$ cat config.mk
export PLATFORM = sky130hd
export DESIGN_NAME = decode_hazard_ctrl_flat
export DESIGN_NICKNAME = d
export VERILOG_FILES = /design/src/rtl/decode_hazard_ctrl_if.sv /design/src/rtl/decode_hazard_ctrl.sv /design/src/flat_wrapper.sv
export SDC_FILE = /design/constraint.sdc
export NUM_CORES = 1
export LEC_CHECK = 0
export ABC_CLOCK_PERIOD_IN_PS = 1800
export CORE_UTILIZATION = 43
export DETAILED_ROUTE_END_ITERATION = 16
export PLACE_DENSITY = 0.75
export SLEW_MARGIN = 30
export SYNTH_ARGS = -nofsm -noshare
export SYNTH_HDL_FRONTEND = slang
export SYNTH_SLANG_ARGS = --single-unit
$ cat constraint.sdc
create_clock -name clk -period 1.8 [get_ports clk]
set_clock_uncertainty 0.05 [all_clocks]
set_input_delay 0.36 -clock clk [delete_from_list [all_inputs] [get_ports clk]]
set_output_delay 0.36 -clock clk [all_outputs]
set_load 0.01 [all_outputs]
$ cat src/rtl/decode_hazard_ctrl_if.sv
// Decode-side bundle for decode_hazard_ctrl: decoded operand/destination info in,
// fetch/decode pipeline control out.
interface decode_hazard_ctrl_if #(
    parameter int CNT_W = 16
);
    logic             id_valid;
    logic [2:0]       id_R_reg1;
    logic [2:0]       id_R_reg2;
    logic             id_uses_r1;
    logic             id_uses_r2;
    logic [2:0]       id_W_reg;
    logic             id_writes_reg;
    logic             id_is_load;
    logic             id_is_branch;
    logic             id_halt;
    logic             pred_wrong;
    logic             stall_fetch;
    logic             stall_decode;
    logic             bubble_ex;
    logic             flush_if;
    logic             halted;
    logic [CNT_W-1:0] stall_cnt;

    modport master (
        output id_valid, id_R_reg1, id_R_reg2, id_uses_r1, id_uses_r2,
               id_W_reg, id_writes_reg, id_is_load, id_is_branch, id_halt, pred_wrong,
        input  stall_fetch, stall_decode, bubble_ex, flush_if, halted, stall_cnt
    );

    modport slave (
        input  id_valid, id_R_reg1, id_R_reg2, id_uses_r1, id_uses_r2,
               id_W_reg, id_writes_reg, id_is_load, id_is_branch, id_halt, pred_wrong,
        output stall_fetch, stall_decode, bubble_ex, flush_if, halted, stall_cnt
    );
endinterface

$ cat src/rtl/decode_hazard_ctrl.sv
// Decode-stage sequencer: tracks EX/MEM register writers, stalls on unresolved
// data hazards, flushes the wrong path on mispredict and drains on HALT.
module decode_hazard_ctrl #(
    parameter bit FWD_EN = 1'b1,
    parameter int CNT_W  = 16
) (
    input  logic                  clk,
    input  logic                  rst,
    decode_hazard_ctrl_if.slave   bus
);

    typedef enum logic [1:0] {RUN, STALL, FLUSH, HALT} state_t;

    state_t           state_q, state_d;
    logic             ex_vld_q, ex_vld_d;
    logic [2:0]       ex_reg_q, ex_reg_d;
    logic             ex_load_q, ex_load_d;
    logic             mem_vld_q, mem_vld_d;
    logic [2:0]       mem_reg_q, mem_reg_d;
    logic             mem_load_q, mem_load_d;
    logic             halted_q, halted_d;
    logic [CNT_W-1:0] stall_cnt_q, stall_cnt_d;

    logic m_ex, m_mem, hazard_raw, hazard, run_like, issue, stall_all;

    always_comb begin
        m_ex  = ex_vld_q &
                ((bus.id_uses_r1 & (bus.id_R_reg1 == ex_reg_q)) |
                 (bus.id_uses_r2 & (bus.id_R_reg2 == ex_reg_q)));
        m_mem = mem_vld_q &
                ((bus.id_uses_r1 & (bus.id_R_reg1 == mem_reg_q)) |
                 (bus.id_uses_r2 & (bus.id_R_reg2 == mem_reg_q)));
        // Branches consume operands in decode, so forwarding cannot cover a load in MEM.
        if (FWD_EN) begin
            if (bus.id_is_branch) hazard_raw = m_ex | (m_mem & mem_load_q);
            else                  hazard_raw = m_ex & ex_load_q;
        end else begin
            hazard_raw = m_ex | m_mem;
        end
        run_like  = (state_q == RUN) || (state_q == STALL);
        hazard    = bus.id_valid & hazard_raw & run_like;
        issue     = bus.id_valid & ~hazard & run_like;
        stall_all = hazard | (state_q == HALT);
    end

    always_comb begin
        state_d = state_q;
        case (state_q)
            RUN, STALL: begin
                if (hazard)                             state_d = STALL;
                else if (bus.id_valid & bus.id_halt)    state_d = HALT;
                else if (bus.id_valid & bus.pred_wrong) state_d = FLUSH;
                else                                    state_d = RUN;
            end
            FLUSH:   state_d = RUN;
            HALT:    state_d = HALT;
            default: state_d = RUN;
        endcase

        ex_vld_d   = issue & bus.id_writes_reg;
        ex_reg_d   = bus.id_W_reg;
        ex_load_d  = bus.id_is_load;
        mem_vld_d  = ex_vld_q;
        mem_reg_d  = ex_reg_q;
        mem_load_d = ex_load_q;

        halted_d = (state_q == HALT) & ~ex_vld_q & ~mem_vld_q;

        stall_cnt_d = stall_cnt_q;
        if (stall_all && (state_q != HALT) && (stall_cnt_q != {CNT_W{1'b1}}))
            stall_cnt_d = stall_cnt_q + {{(CNT_W-1){1'b0}}, 1'b1};
    end

    always_ff @(posedge clk) begin
        if (rst) begin
            state_q     <= RUN;
            ex_vld_q    <= 1'b0;
            ex_reg_q    <= 3'd0;
            ex_load_q   <= 1'b0;
            mem_vld_q   <= 1'b0;
            mem_reg_q   <= 3'd0;
            mem_load_q  <= 1'b0;
            halted_q    <= 1'b0;
            stall_cnt_q <= '0;
        end else begin
            state_q     <= state_d;
            ex_vld_q    <= ex_vld_d;
            ex_reg_q    <= ex_reg_d;
            ex_load_q   <= ex_load_d;
            mem_vld_q   <= mem_vld_d;
            mem_reg_q   <= mem_reg_d;
            mem_load_q  <= mem_load_d;
            halted_q    <= halted_d;
            stall_cnt_q <= stall_cnt_d;
        end
    end

    assign bus.stall_fetch  = stall_all;
    assign bus.stall_decode = stall_all;
    assign bus.bubble_ex    = stall_all;
    // Mispredict flush only when the branch really issues this cycle.
    assign bus.flush_if     = issue & ~bus.id_halt & bus.pred_wrong;
    assign bus.halted       = halted_q;
    assign bus.stall_cnt    = stall_cnt_q;

endmodule

$ cat src/flat_wrapper.sv
// flat-port wrapper written by rule: the top's interface ports become plain ports
module decode_hazard_ctrl_flat 
#(
    parameter bit FWD_EN = 1'b1,
    parameter int CNT_W  = 16
)
  (clk, rst, bus_id_valid, bus_id_R_reg1, bus_id_R_reg2, bus_id_uses_r1, bus_id_uses_r2, bus_id_W_reg, bus_id_writes_reg, bus_id_is_load, bus_id_is_branch, bus_id_halt, bus_pred_wrong, bus_stall_fetch, bus_stall_decode, bus_bubble_ex, bus_flush_if, bus_halted, bus_stall_cnt);
  decode_hazard_ctrl_if #(.CNT_W(CNT_W)) bus_i ();
  input  logic clk;
  input  logic rst;
  input wire logic [$bits(bus_i.id_valid)-1:0] bus_id_valid;
  input wire logic [$bits(bus_i.id_R_reg1)-1:0] bus_id_R_reg1;
  input wire logic [$bits(bus_i.id_R_reg2)-1:0] bus_id_R_reg2;
  input wire logic [$bits(bus_i.id_uses_r1)-1:0] bus_id_uses_r1;
  input wire logic [$bits(bus_i.id_uses_r2)-1:0] bus_id_uses_r2;
  input wire logic [$bits(bus_i.id_W_reg)-1:0] bus_id_W_reg;
  input wire logic [$bits(bus_i.id_writes_reg)-1:0] bus_id_writes_reg;
  input wire logic [$bits(bus_i.id_is_load)-1:0] bus_id_is_load;
  input wire logic [$bits(bus_i.id_is_branch)-1:0] bus_id_is_branch;
  input wire logic [$bits(bus_i.id_halt)-1:0] bus_id_halt;
  input wire logic [$bits(bus_i.pred_wrong)-1:0] bus_pred_wrong;
  output wire logic [$bits(bus_i.stall_fetch)-1:0] bus_stall_fetch;
  output wire logic [$bits(bus_i.stall_decode)-1:0] bus_stall_decode;
  output wire logic [$bits(bus_i.bubble_ex)-1:0] bus_bubble_ex;
  output wire logic [$bits(bus_i.flush_if)-1:0] bus_flush_if;
  output wire logic [$bits(bus_i.halted)-1:0] bus_halted;
  output wire logic [$bits(bus_i.stall_cnt)-1:0] bus_stall_cnt;
  assign bus_i.id_valid = bus_id_valid;
  assign bus_i.id_R_reg1 = bus_id_R_reg1;
  assign bus_i.id_R_reg2 = bus_id_R_reg2;
  assign bus_i.id_uses_r1 = bus_id_uses_r1;
  assign bus_i.id_uses_r2 = bus_id_uses_r2;
  assign bus_i.id_W_reg = bus_id_W_reg;
  assign bus_i.id_writes_reg = bus_id_writes_reg;
  assign bus_i.id_is_load = bus_id_is_load;
  assign bus_i.id_is_branch = bus_id_is_branch;
  assign bus_i.id_halt = bus_id_halt;
  assign bus_i.pred_wrong = bus_pred_wrong;
  assign bus_stall_fetch = bus_i.stall_fetch;
  assign bus_stall_decode = bus_i.stall_decode;
  assign bus_bubble_ex = bus_i.bubble_ex;
  assign bus_flush_if = bus_i.flush_if;
  assign bus_halted = bus_i.halted;
  assign bus_stall_cnt = bus_i.stall_cnt;
  decode_hazard_ctrl #(.FWD_EN(FWD_EN), .CNT_W(CNT_W)) u_core (.clk(clk), .rst(rst), .bus(bus_i));
endmodule
Yosys cells after proc, flatten, opt, wreduce, memory -nomap -nowiden
Cells that the tools add are included.
{ "word_totals": {"in_bits": 19, "latchBits": 0, "reg_bits": 29, "rom_bits": 0, "mem_bits_rw": 0, "out_inout_bits": 21, "memories": 0} }
{ "classes": {"addsub": 1, "multipliers": 0, "mux": 5, "shift": 0, "order_cmp": 0, "n_eq_ne": 9, "reduce_logical": 5, "n_div": 0, "bitwise_logic": 27} }
{ "ops": {"columns": ["op", "count"], "rows": [
  ["$and 1x1->1", 19],
  ["$add 16x1->16 const B", 1],
  ["$ne 16x16->1 const B", 1],
  ["$eq 3x3->1", 4],
  ["$mux 2", 3],
  ["$pmux 2 s3", 1],
  ["$eq 2x2->1 const B", 2],
  ["$not 1->1", 4],
  ["$or 1x1->1", 4],
  ["$eq 2x1->1 const B", 1],
  ["$logic_and 1x1->1", 2],
  ["$logic_not 2->1", 1],
  ["$ne 2x2->1 const B", 1],
  ["$reduce_or 2->1", 1],
  ["$logic_or 1x1->1", 1],
  ["$mux 1", 1]
]} }

Depth between registers and ports, before layout
{ "depth": {"ltp_word": 14, "depth_mapped": 9, "ltp_nobuf": 7} }

Worst setup path after synthesis
Ideal clock, no wire load.
{ "synth_path": {"kind": "input to output", "from": "input bus_id_R_reg2[1]", "to": "output bus_stall_decode", "cell_stages": 8, "arrival_time_ns": 1.729, "setup_slack_ns": -0.339, "path_cell_list": "xnor2_1 -> nand4_1 -> a21oi_2 -> nor2_1 -> buf_6 -> buf_2 -> o21ai_0 -> buf_4"} }
{ "synth_between": {"elab_chain_len": 10} }
{ "synth_lines": {"columns": ["item", "line", "text"], "rows": [
  ["from (decl)", "flat_wrapper.sv:13", "input wire logic [$bits(bus_i.id_R_reg2)-1:0] bus_id_R_reg2;"],
  ["$eq 3x3->1", "decode_hazard_ctrl.sv:32", "(bus.id_uses_r2 & (bus.id_R_reg2 == mem_reg_q)));"],
  ["$and 1x1->1", "decode_hazard_ctrl.sv:32", null],
  ["$or 1x1->1", "decode_hazard_ctrl.sv:31", "((bus.id_uses_r1 & (bus.id_R_reg1 == mem_reg_q)) |"],
  ["$and 1x1->1", "decode_hazard_ctrl.sv:30", "m_mem = mem_vld_q &"],
  ["$and 1x1->1", "decode_hazard_ctrl.sv:35", "if (bus.id_is_branch) hazard_raw = m_ex | (m_mem & mem_load_q);"],
  ["$or 1x1->1", "decode_hazard_ctrl.sv:35", null],
  ["$mux 1 *", "decode_hazard_ctrl.sv:35", null],
  ["$and 1x1->1 * (2 in series)", "decode_hazard_ctrl.sv:41", "hazard = bus.id_valid & hazard_raw & run_like;"],
  ["$or 1x1->1 *", "decode_hazard_ctrl.sv:43", "stall_all = hazard | (state_q == HALT);"],
  ["to (decl)", "flat_wrapper.sv:23", "output wire logic [$bits(bus_i.stall_decode)-1:0] bus_stall_decode;"]
]} }
Mark *: on every way between the ends. The rest lies on a longest branch, timed or not.

Worst setup path after layout
{ "layout_path": {"from": "register u_core.ex_reg_q[2]", "to": "output bus_flush_if"} }
{ "layout_between": {"elab_chain_len": 13} }
{ "layout_lines": {"columns": ["item", "line", "text"], "rows": [
  ["from (decl)", "decode_hazard_ctrl.sv:16", "logic [2:0] ex_reg_q, ex_reg_d;"],
  ["from (signal assigned)", "decode_hazard_ctrl.sv:88", "ex_reg_q <= ex_reg_d;"],
  ["$eq 3x3->1, on equally long branches", "decode_hazard_ctrl.sv:28, decode_hazard_ctrl.sv:29", null],
  ["$and 1x1->1, on equally long branches", "decode_hazard_ctrl.sv:28, decode_hazard_ctrl.sv:29", null],
  ["$or 1x1->1 *", "decode_hazard_ctrl.sv:28", "((bus.id_uses_r1 & (bus.id_R_reg1 == ex_reg_q)) |"],
  ["$and 1x1->1 *", "decode_hazard_ctrl.sv:27", "m_ex = ex_vld_q &"],
  ["$and 1x1->1 or $or 1x1->1 (tied branches)", "decode_hazard_ctrl.sv:36, decode_hazard_ctrl.sv:35", null],
  ["$mux 1 *", "decode_hazard_ctrl.sv:35", null],
  ["$and 1x1->1 * (2 in series)", "decode_hazard_ctrl.sv:41", null],
  ["$not 1->1 *", "decode_hazard_ctrl.sv:42", "issue = bus.id_valid & ~hazard & run_like;"],
  ["$and 1x1->1 * (2 in series)", "decode_hazard_ctrl.sv:42", null],
  ["$and 1x1->1 * (2 in series)", "decode_hazard_ctrl.sv:102", "assign bus.flush_if = issue & ~bus.id_halt & bus.pred_wrong;"],
  ["to (decl)", "flat_wrapper.sv:25", "output wire logic [$bits(bus_i.flush_if)-1:0] bus_flush_if;"]
]} }
Marks and branches as above.

==> results.sh <==
export IMPL_p_switching_uw=299
export IMPL_finalPower_uw=1220
export IMPL_path_class="flop to output pin"
export IMPL_yosys_warnings=0
export IMPL_r2r_start="u_core.ex_reg_q[2]"
export IMPL_wl_um=3740
export IMPL_stdcell_area_um2=2170
export IMPL_grt_pass1_vias=1432
export IMPL_overflow=0
export IMPL_ys_ff_latch=29
export IMPL_synth_top_area_share_pct=39.6
export IMPL_vdd_ir_drop_max_mv=0.446
export IMPL_syn_area_per_cell_um2=9.10
export IMPL_syn_num_nets=181
export IMPL_holdPathStages=1
export IMPL_synth_seq_area_share_pct=39.6
export IMPL_grt_max_degree=30
export IMPL_end_kind="output pin"
export IMPL_dieHeight_um=60.4
export IMPL_post_route_min_period_ns=2.00
export IMPL_seq_area_um2=593
export IMPL_whs_ns=0.384
export IMPL_hold_buffers=0
export IMPL_dp_cells=259
export IMPL_clkLatencyLatePin_ns=0.33
export IMPL_cts_buffers=5
export IMPL_dr_pass1_iters=4
export IMPL_timing_reg2reg_setup_slack_ns=-0.17
export IMPL_portBuffers=39
export IMPL_grt_antenna_before_repair=0
export IMPL_rsz0062_at_grt="true"
export IMPL_p_per_area_nw_per_um2=561
export IMPL_hold_viol=0
export IMPL_p_leak_uw=0.000798
export IMPL_r2r_end="u_core.bus.stall_cnt[7]"
export IMPL_cts_tree="done"
export IMPL_dpl_cell_area_um2=2070
export IMPL_core_area_um2=3150
export IMPL_relSlewSlack_pct=78.8
export IMPL_post_drt_wl_per_cell_um=13.9
export IMPL_switching_share_pct=24.6
export IMPL_grtUsageTotal_pct=23.2
export IMPL_crit_required_ns=1.39
export IMPL_remaining_drc_errors=0
export IMPL_drive_gt1_share_pct=28.1
export IMPL_reg2regPathDepth=7
export IMPL_multi_input_area_um2=887
export IMPL_htreeDepth=2
export IMPL_dieArea_um2=3640
export IMPL_setup_ws_ns=-0.201
export IMPL_synth_edff_count=0
export IMPL_grt_pass1_wl_um=6110
export IMPL_cts_root_buf="clkbuf_4"
export IMPL_cp_start_kind="flop"
export IMPL_setup_viol=18
export IMPL_asyncSetResetFlopFracSynth_pct=0
export IMPL_ys_types=34
export IMPL_vias_per_cell=5.59
export IMPL_yosysTopAreaCell="dfxtp_1"
export IMPL_clkSinkCount=29
export IMPL_drtIter0Drc=58
export IMPL_p_int_uw=918
export IMPL_path_clk_slew_ns=0.09
export IMPL_synth_area_leaders="dfxtp_1, xnor2_1, nor2b_1"
export IMPL_finalCritPeriodShare_pct=111
export IMPL_tightest_slew_ns=0.317
export IMPL_fmax_ghz=0.500
export IMPL_hpwl_um=2710
export IMPL_worstHoldStart="u_core.mem_vld_q"
export IMPL_fillers=259
export IMPL_num_rows=20
export IMPL_vias=1497
export IMPL_p_seq_share_pct=54.5
export IMPL_violations="negative setup slack"
export IMPL_status="complete, but fails checks"
export IMPL_start_util_pct=46.5
export IMPL_cp_data_arrival_time_ns=1.59
export IMPL_clk_path_buf_depth=2
export IMPL_holdPathEnd="u_core.bus.halted"
export IMPL_synth_area_um2=1470
export IMPL_ant_nets=0
export IMPL_diodes=0
export IMPL_comb_power_share_pct=12.3
export IMPL_crit_start="u_core.ex_reg_q[2]"
export IMPL_io_pins=40
export IMPL_maxSlewViolCount=0
export IMPL_post_place_ws_ns=-0.900
export IMPL_synthCells=161
export IMPL_die_w_um=60.4
export IMPL_area_delta_synth_final_pct=48.0
export IMPL_fin_cells=268
export IMPL_ys_dominant_reg_cell="dfxtp_1"
export IMPL_fin_nets=244
export IMPL_crit_fanout=3
export IMPL_clkPwrFrac_pct=33.2
export IMPL_cap_violations=0
export IMPL_hp_class="flop to flop"
export IMPL_gp_congestion=0.777
[power groups by stage]
stage / Combinational, uW / Clock, uW / Sequential (uW)
6_report: 149 / 404 / 663
3_3_place_gp: 140 / 0 / 676
4_1_cts: 149 / 409 / 663
3_5_place_dp: 146 / 0 / 678
5_1_grt: 161 / 447 / 665
2_1_floorplan: 73.6 / 0 / 675
[stage by stage]
step           util [%]  TNS, ns
6_report           68.8    -2.39
3_3_place_gp       65.6   -11.60
3_5_place_dp       65.6   -14.29
5_1_grt            68.8    -4.57
4_1_cts            68.6    -2.14
2_1_floorplan         -  -0.0980
[layout make-up]
type | instances | share of cell area [%]
multi-input cells | 121 | 40.9
repair buffers | 66 | 26.5
clock buffers | 7 | 2.54
inverters | 1 | 0.173
well taps | 44 | 2.54
flip-flops and latches | 29 | 27.4
[worst max-delay path, stage by stage (launching register included)]
cell and delay [ns]:
dfxtp_4 0.37, xnor2_2 0.14, nand4_1 0.12, a21oi_2 0.09, nor2_4 0.16, nand2_2 0.09, nor3b_2 0.15, buf_2 0.15
[per-layer routing]
layer,global-route usage [%],routed length (um),vias up
li1,-,-,729
met2,39.2,1900,54
met3,7.25,206,11
met1,25.0,1540,703
met5,0,0,-
met4,15.3,93,0
[synth_stat cells (all sizes together), types with 2 or more instances]
cell and n:
and4 3, nor2 6, a21oi 16, or3 2, a211oi 2, nand4 7, nand3 11, nor3 3
nand2 7, clkbuf 3, and3 2, mux2 3, buf 7, o21ai 6, xnor2 12, o31ai 10
nor3b 3, or4 10, nor2b 12, dfxtp 29
[layout by cell type, fill, tap and decap left out, types with 2 or more instances in the layout]
cell and n:
a211oi_1 2, a21oi_1 14, a21oi_2 2, and4_4 2, buf_2 4, buf_4 26, clkbuf_4 5, clkdlybuf4s50_1 27
dfxtp_1 23, dfxtp_2 4, dfxtp_4 2, dlygate4sd2_1 6, dlymetal6s2s_1 2, mux2_1 3, nand2_1 5, nand3_1 10
nand4_1 7, nor2_1 5, nor2b_1 12, nor3_2 2, nor3b_2 2, o21ai_0 4, o31ai_1 10, or3_1 2
or4_1 10, xnor2_1 10, xnor2_2 2
[registers in the layout, indices dropped and copies added, names as in the netlist, named ones only]
register              cells
u_core.state_q            1
u_core.mem_vld_q          1
u_core.bus.stall_cnt     16
u_core.ex_load_q          1
u_core.ex_vld_q           1
u_core.bus.halted         1
u_core.ex_reg_q           3
u_core.mem_reg_q          3
u_core.mem_load_q         1
[kinds of logic (layout without fill, tap and decap cells)]
kind of cell,count (synthesis),after routing,synth area share [%]
AO/OA/AOI/OAI,34,34,14.2
XOR/XNOR,12,12,7.17
adder cells (fa/ha/maj),1,1,0.854
buffers and inverters,11,74,4.78
flip-flops,29,29,39.6
multiplexers,3,3,2.31
AND/OR/NAND/NOR,71,71,31.1
[worst max path at each step]
| stage | end | cells after the start |
|---|---|---|
| 2_1_floorplan | u_core.bus.stall_cnt[11] | 8 |
| 3_3_place_gp | bus_flush_if | 8 |
| 3_5_place_dp | bus_flush_if | 8 |
| 4_1_cts | bus_flush_if | 7 |
| 5_1_grt | bus_flush_if | 7 |
| 6_report | bus_flush_if | 7 |
[timing repair]
item | 4_1_cts | 5_1_grt
buffers inserted | 2 | 0
resized for setup | 36 | 3
pin swaps | 6 | 0
setup endpoints to repair | 21 | 23
Note: power is estimated with default switching activity, not from simulation.
